## config.mk

```make
export PLATFORM = sky130hd
export DESIGN_NAME = auto_contrast_ctrl
export DESIGN_NICKNAME = d
export VERILOG_FILES = /design/src/rtl/auto_contrast_pkg.sv /design/src/rtl/seq_divider_u16.sv /design/src/rtl/auto_contrast_ctrl.sv
export SDC_FILE = /design/constraint.sdc
export NUM_CORES = 1
export LEC_CHECK = 0
export ABC_CLOCK_PERIOD_IN_PS = 2200
export BUFFER_PORTS_ARGS = -buffer_cell sky130_fd_sc_hd__buf_2
export CORE_MARGIN = 2
export CORE_UTILIZATION = 54
export CTS_CLUSTER_SIZE = 16
export DETAILED_ROUTE_END_ITERATION = 8
export PLACE_DENSITY = 0.76
export SLEW_MARGIN = 20
export SYNTH_ARGS = -nofsm -noshare
export SYNTH_HDL_FRONTEND = slang
export SYNTH_HIERARCHICAL = 1
export SYNTH_SLANG_ARGS = --single-unit
```

## constraint.sdc

```tcl
create_clock -name clk -period 2.2 [get_ports clk]
set_input_delay 0.44 -clock clk [delete_from_list [all_inputs] [get_ports clk]]
set_output_delay 0.44 -clock clk [all_outputs]
set_load 0.005 [all_outputs]
```

## src/rtl/auto_contrast_pkg.sv

```systemverilog
`default_nettype none
// ============================================================================
//  Package     : auto_contrast_pkg
//  Description : Shared types, constants and helpers for the auto-contrast
//                gain controller (FSM states, widths, divider constants).
//  Revision    : 1.0 - initial release
// ============================================================================
package auto_contrast_pkg;

   localparam int          GAIN_W   = 9;
   localparam int          CH_W     = 8;
   localparam logic [15:0] DIV_NUM  = 16'd65280;   // 255 * 256
   localparam int          DIV_ITER = 16;

   typedef enum logic [1:0] {
      ST_IDLE  = 2'd0,
      ST_DIV   = 2'd1,
      ST_CLAMP = 2'd2,
      ST_APPLY = 2'd3
   } state_t;

   // Largest of the three colour channels of a packed {R,G,B} pixel.
   function automatic logic [CH_W-1:0] max3(input logic [3*CH_W-1:0] px);
      logic [CH_W-1:0] m;
      m = px[3*CH_W-1:2*CH_W];
      if (px[2*CH_W-1:CH_W] > m) m = px[2*CH_W-1:CH_W];
      if (px[CH_W-1:0] > m)      m = px[CH_W-1:0];
      return m;
   endfunction

   // Saturate a 16-bit quotient into the [lo, hi] gain window.
   function automatic logic [GAIN_W-1:0] clamp_gain(input logic [15:0]       q,
                                                    input logic [GAIN_W-1:0] lo,
                                                    input logic [GAIN_W-1:0] hi);
      if (q > {7'd0, hi})      return hi;
      else if (q < {7'd0, lo}) return lo;
      else                     return q[GAIN_W-1:0];
   endfunction

endpackage
`default_nettype wire

```

## src/rtl/seq_divider_u16.sv

```systemverilog
`default_nettype none
// ============================================================================
//  Module      : seq_divider_u16
//  Description : Sequential restoring divider, 16-bit numerator by 8-bit
//                denominator, one quotient bit per cycle. A zero denominator
//                returns 16'hFFFF after the same number of cycles.
//  Revision    : 1.0 - initial release
// ============================================================================
module seq_divider_u16
   import auto_contrast_pkg::*;
(
   input  logic        clk,
   input  logic        reset,
   input  logic        start,
   input  logic [15:0] num,
   input  logic [7:0]  den,
   output logic [15:0] quotient,
   output logic        done,      // final iteration executes on the coming edge
   output logic        busy,
   output logic        den_zero
);

   localparam logic [4:0] c_iter_ld = 5'(DIV_ITER);

   logic [16:0] rem;
   logic [15:0] quo;
   logic [7:0]  den_r;
   logic [4:0]  cnt;
   logic        zero_r;

   logic [17:0] w_shift;
   logic [17:0] w_diff;

   // Shift the next numerator bit into the partial remainder and trial-subtract.
   always_comb begin
      w_shift = {rem, quo[15]};
      w_diff  = w_shift - {10'd0, den_r};
   end

   // Load on start, then one restoring step per cycle until the count expires.
   always_ff @(posedge clk or posedge reset) begin
      if (reset) begin
         rem    <= '0;
         quo    <= '0;
         den_r  <= '0;
         cnt    <= '0;
         zero_r <= 1'b0;
      end else if (start) begin
         rem    <= '0;
         quo    <= num;
         den_r  <= den;
         cnt    <= c_iter_ld;
         zero_r <= (den == 8'd0);
      end else if (cnt != 5'd0) begin
         cnt <= cnt - 5'd1;
         if (zero_r) begin
            quo <= 16'hFFFF;
         end else if (!w_diff[17]) begin
            rem <= w_diff[16:0];
            quo <= {quo[14:0], 1'b1};
         end else begin
            rem <= w_shift[16:0];
            quo <= {quo[14:0], 1'b0};
         end
      end
   end

   assign quotient = quo;
   assign done     = (cnt == 5'd1);
   assign busy     = (cnt != 5'd0);
   assign den_zero = zero_r;

endmodule
`default_nettype wire

```

## src/rtl/auto_contrast_ctrl.sv

```systemverilog
`default_nettype none
// ============================================================================
//  Module      : auto_contrast_ctrl
//  Description : Per-frame contrast gain controller. Tracks the frame peak
//                channel value, divides 255*256 by it, clamps, and writes the
//                Q1.8 gain only during vertical blanking (deferred to the next
//                blanking edge if computed mid-frame). Manual override path.
//  Options     : AUTO_CONTRAST_IIR_EN - first-order smoothing (1/4 step) of
//                the written gain instead of a direct write.
//  Revision    : 1.0 - initial release
// ============================================================================
module auto_contrast_ctrl
   import auto_contrast_pkg::*;
#(
   parameter logic [8:0] MIN_GAIN   = 9'd256,
   parameter logic [8:0] MAX_GAIN   = 9'd511,
   parameter logic [8:0] RESET_GAIN = 9'd256
)(
   input  logic        clk,
   input  logic        reset,
   input  logic        vs_in,
   input  logic        valid_i,
   input  logic [23:0] img_data_i,
   input  logic        manual_en,
   input  logic [8:0]  manual_val,
   output logic [8:0]  adjust_val,
   output logic        gain_update,
   output logic        busy
);

   state_t      state, state_nxt;
   logic        vs_d;
   logic [7:0]  peak;
   logic [8:0]  g;
   logic [8:0]  pending_val;
   logic        pending_flag;

   logic        w_vs_rise;
   logic        w_start;
   logic [15:0] w_div_q;
   logic        w_div_done;
   logic        w_div_busy;
   logic        w_div_zero;
   logic [15:0] w_quot;
   logic [8:0]  w_sel;
   logic [8:0]  w_new;

   assign w_vs_rise = vs_in & ~vs_d;
   assign w_start   = w_vs_rise && (state == ST_IDLE);

   // The divider captures the running peak on start; it acts as the latched copy.
   seq_divider_u16 u_div (
      .clk      (clk),
      .reset    (reset),
      .start    (w_start),
      .num      (DIV_NUM),
      .den      (peak),
      .quotient (w_div_q),
      .done     (w_div_done),
      .busy     (w_div_busy),
      .den_zero (w_div_zero)
   );

   assign w_quot = w_div_zero ? 16'hFFFF : w_div_q;
   assign busy   = (state != ST_IDLE);

   // Blanking edge detector and per-frame peak tracker.
   always_ff @(posedge clk or posedge reset) begin
      if (reset) begin
         vs_d <= 1'b0;
         peak <= '0;
      end else begin
         vs_d <= vs_in;
         if (w_vs_rise)
            peak <= '0;
         else if (valid_i && !vs_in && (max3(img_data_i) > peak))
            peak <= max3(img_data_i);
      end
   end

   // FSM state register.
   always_ff @(posedge clk or posedge reset) begin
      if (reset) state <= ST_IDLE;
      else       state <= state_nxt;
   end

   // FSM next state; edges arriving while busy are not restarted.
   always_comb begin
      state_nxt = state;
      case (state)
         ST_IDLE:  if (w_start) state_nxt = ST_DIV;
         ST_DIV:   if (w_div_done || !w_div_busy) state_nxt = ST_CLAMP;
         ST_CLAMP: state_nxt = ST_APPLY;
         ST_APPLY: state_nxt = ST_IDLE;
         default:  state_nxt = ST_IDLE;
      endcase
   end

   // Saturated gain, registered in CLAMP so APPLY sees a stable value.
   always_ff @(posedge clk or posedge reset) begin
      if (reset)                  g <= RESET_GAIN;
      else if (state == ST_CLAMP) g <= clamp_gain(w_quot, MIN_GAIN, MAX_GAIN);
   end

   assign w_sel = manual_en ? manual_val : g;

`ifdef AUTO_CONTRAST_IIR_EN
   logic signed [10:0] w_delta;
   logic signed [10:0] w_step;
   logic signed [10:0] w_sum;

   // Move a quarter of the way to the target; one spare bit keeps the sum exact.
   always_comb begin
      w_delta = $signed({2'b00, w_sel}) - $signed({2'b00, adjust_val});
      w_step  = w_delta >>> 2;
      w_sum   = $signed({2'b00, adjust_val}) + w_step;
      w_new   = w_sum[8:0];
      if (manual_en) begin
         if (w_sum < 11'sd0)        w_new = 9'd0;
         else if (w_sum > 11'sd511) w_new = 9'd511;
      end else begin
         if (w_sum < $signed({2'b00, MIN_GAIN}))      w_new = MIN_GAIN;
         else if (w_sum > $signed({2'b00, MAX_GAIN})) w_new = MAX_GAIN;
      end
   end
`else
   assign w_new = w_sel;
`endif

   // Gain output: commit deferred values on the blanking edge, write in APPLY.
   always_ff @(posedge clk or posedge reset) begin
      if (reset) begin
         adjust_val   <= RESET_GAIN;
         gain_update  <= 1'b0;
         pending_val  <= '0;
         pending_flag <= 1'b0;
      end else begin
         gain_update <= 1'b0;
         if (w_vs_rise && pending_flag) begin
            adjust_val   <= pending_val;
            gain_update  <= 1'b1;
            pending_flag <= 1'b0;
         end
         if (state == ST_APPLY) begin
            if (vs_in) begin
               adjust_val   <= w_new;
               gain_update  <= 1'b1;
               pending_flag <= 1'b0;
            end else begin
               pending_val  <= w_new;
               pending_flag <= 1'b1;
            end
         end
      end
   end

endmodule
`default_nettype wire
```

==> run metrics <==
clock-pin slew of the registers on the worst-case setup and hold paths=100 ps; final clock skew=12.7 ps; area delta synth->final=28.1%; setup repair after global routing missed its margin=true; largest area contributor in the netlist=dfrtp_1; synthesized area=5460 um^2; starting density of the core=55.8%; cells along the critical path=buf_4, ha_4, nor2b_1, o211ai_1, a21oi_2, o22ai_2, buf_6, buf_4, mux2_4, inv_4, ha_4, nand4_1, a21o_1, a21oi_4, buf_12, mux2_2, ha_4, nand4_1, o311a_1, o211a_1, nor2b_4, a221o_1; failing checks=setup timing; worst min-delay path class=input pin to async pin; total buffers and inverters traversed by the critical path=5; Setup Crit Path Kind=input pin to flip-flop; combined global-route utilization of all metal layers=24.7%; longest individual stage delay on the worst path=360 ps; number of inserted diodes=0; core area=9770 um^2; most frequently used cell type in the post-synthesis netlist=dfrtp_1; endpoint class of the critical path=flip-flop; Crit. path cell count=22; depth of the CTS H-tree=3; top cells by area, synth=dfrtp_1, ha_1, o21ai_0; vertical extent of the die=105 um; smallest setup slack after layout=-2270 ps; outcome=complete, but fails checks; Critical Path Most Common Cell=ha_4; final count of pins violating max slew=0; first-pass GRT wire length=22000 um; setup-violating endpoint count in the final report=22; total die area=10900 um^2; register area=2180 um^2; DRT iter0 DRCs=319; Final Hold Viols=0; post-synthesis area per instance=9.13 um^2; largest net degree at the start of global routing=66; cts hold-fix bufs=0; cts bufs inserted=9; worst slew margin relative to its limit=59.6%; Worst Path Arrival=4710 ps; accumulated negative setup slack=-19410 ps; maximum clock frequency=0.224 GHz; library cell used as clock root buffer=clkbuf_8; final antenna-violating net count=0; detailed-route wire length per cell=16.1 um; FF-to-FF path depth=7; Synth top cells by count=dfrtp_1, nand2_1, o21ai_0, inv_1, ha_1; utilization of the core after routing=71.5%; PwrDens=1310 nW/um^2; area of combinational cells with multiple inputs=3370 um^2; proportion of synthesized chip area in sequential cells=39.9%; Worst Hold Margin=44.9 ps; cell row count=36; share of post-route cells with drive strength above 1=31.0%; routability congestion estimate from global placement=0.913; required time of the critical path=2430 ps; number of filler cells placed in the layout=729; Final min period=4470 ps; top-level port count=49; peak fanout along the critical path=8; synthesis warning total=6; register bit total from synthesis=87; number of antenna violations at the first check in global routing=0; number of nets in the layout=794; total wirelength of the detailed-routed design=13700 um; share of the cycle needed by the critical path after routing=203%; count of buffers from port buffering=48; TritonCTS clock tree=yes; deepest clock path buffer count=2; worst slack, placed=-2580 ps; Slowest-stage cell, CP=mux2_2; sum of overflow across all layers after global routing=0; Die X-Extent=105 um; Worst Tran Pin Value=606 ps; DPL Wire Length=9140 um; vias in the first global route=4678; gate family responsible for the most delay along the worst path=compound AO/OA/AOI/OAI gates; vias per inst=5.73; maximum VDD drop=627 uV; source-to-sink clock delay at the later pin of the worst-skew pair=370 ps; number of library cell types mapped by synthesis=60; global routing usage on met2=42.4%; Static Leakage=3.18 nW; Async S/R FF share, synth=100%; clock tree sinks=87; total number of vias=4884; met3 track demand over resource=4.37%; number of synthesized flops with an enable pin=0; global-route layer with the greatest usage=met2; residual DRC count=0; dominant register cell in the synthesized netlist=dfrtp_1; overall power after layout=0.00919 W; Detailed Routing Iterations Pass 1=5; M1 GR Usage=31.0%; nature of the critical path startpoint=input pin; number of cells produced by synthesis=598; max capacitance violation total=0; share of Yosys cell area claimed by the top area cell type=39.0%
-- path summary, 6_finish.rpt --
kind	slack [ps]	startpoint	to
worst max-delay path	-2270	img_data_i[9]	peak[6]$_DFFE_PP0P_
worst min-delay path	40	reset	u_div/cnt[1]$_DFFE_PP0P_
worst max register to register	-190	u_div/rem[11]$_DFFE_PP0P_	u_div/rem[8]$_DFFE_PP0P_
worst min register to register	480	pending_val[7]$_DFFE_PP0P_	pending_val[7]$_DFFE_PP0P_
max in group asynchronous	1570	reset	u_div/rem[16]$_DFFE_PP0P_
min in group clk	220	vs_in	vs_d$_DFF_PP0_
-- sequential cells by signal, indices dropped and copies added (netlist names), 2 cells and up --
register	cells
u_div/quotient	16
u_div/den_r	8
pending_val	9
g	9
adjust_val	9
state	2
u_div/cnt	5
u_div/rem	17
peak	8
-- per-stage QoR --
stage	instance area, um^2	instances
5_1_grt	6990	853
4_1_cts	6730	849
3_3_place_gp	6350	828
2_1_floorplan	5620	612
6_report	6990	853
3_5_place_dp	6350	828
-- layout make-up --
cell class / instances / area share (%)
tap: 133 / 2.38
timing repair buffer: 121 / 12.3
sequential: 87 / 31.2
inverter: 45 / 2.70
multi-input combinational: 451 / 48.2
clock buffer: 9 / 1.77
clock inverter: 7 / 1.47
-- worst reg2reg max path, cell delays in order (launching register included) --
cell	delay, ps
dfrtp_1	390
or4_4	560
or2_4	260
o21a_1	220
a211oi_4	300
buf_6	200
a31oi_4	90
a221o_1	260
-- logic make-up after synthesis --
| kind of cell | synth area share, % |
|---|---|
| other | 0.138 |
| and+or+nand+nor | 17.3 |
| muxes | 8.48 |
| xor gates and xnor gates | 1.76 |
| adders and majority gates | 9.53 |
| DFF | 39.9 |
| buffers and inverters | 6.26 |
| AOI/OAI and AO/OA | 16.6 |
-- cell usage in the layout, fill, tap and decap left out, drive strengths merged, types with 2 or more instances in the layout --
master    n
o31ai     4
inv      47
o211ai    8
clkbuf    9
a22o      2
buf     121
o21ai    70
nand3     9
nor4b     2
conb     16
clkinv    3
nand4     7
and2      6
ha       40
and3      4
or3      17
nor2     33
a211oi    4
nand3b    3
nand2b    4
nor2b     4
dfstp     2
nor4      6
o21a      2
a221o     9
bufinv    2
a31oi     2
or2       2
nand2    71
nor3b     2
a21o      4
mux2     26
a21oi    34
xnor2    11
a211o     2
dfrtp    85
mux2i    17
or4       2
nor3     19
-- metal layers --
metal / part of all wire [%] / vias to the layer above
met5: 0 / -
met4: 3.5 / 0
met3: 4.7 / 48
met2: 51 / 176
met1: 41 / 2341
li1: - / 2319
-- where the power goes --
part,total [W],switching [W],internal (W)
sequential,0.00272,0.000458,0.00226
clock,0.00127,0.000613,0.000655
combinational,0.00521,0.00266,0.00255
total,0.00919,0.00373,0.00546
-- what timing repair did --
| action | in CTS | in global routing |
|---|---|---|
| setup buffers | 5 | 4 |
| resized for setup | 22 | 47 |
| cloned | 0 | 1 |
| pin swaps | 14 | 17 |
| endpoints found under the setup margin | 23 | 26 |
No activity file was read; power rests on OpenSTA's default activity.
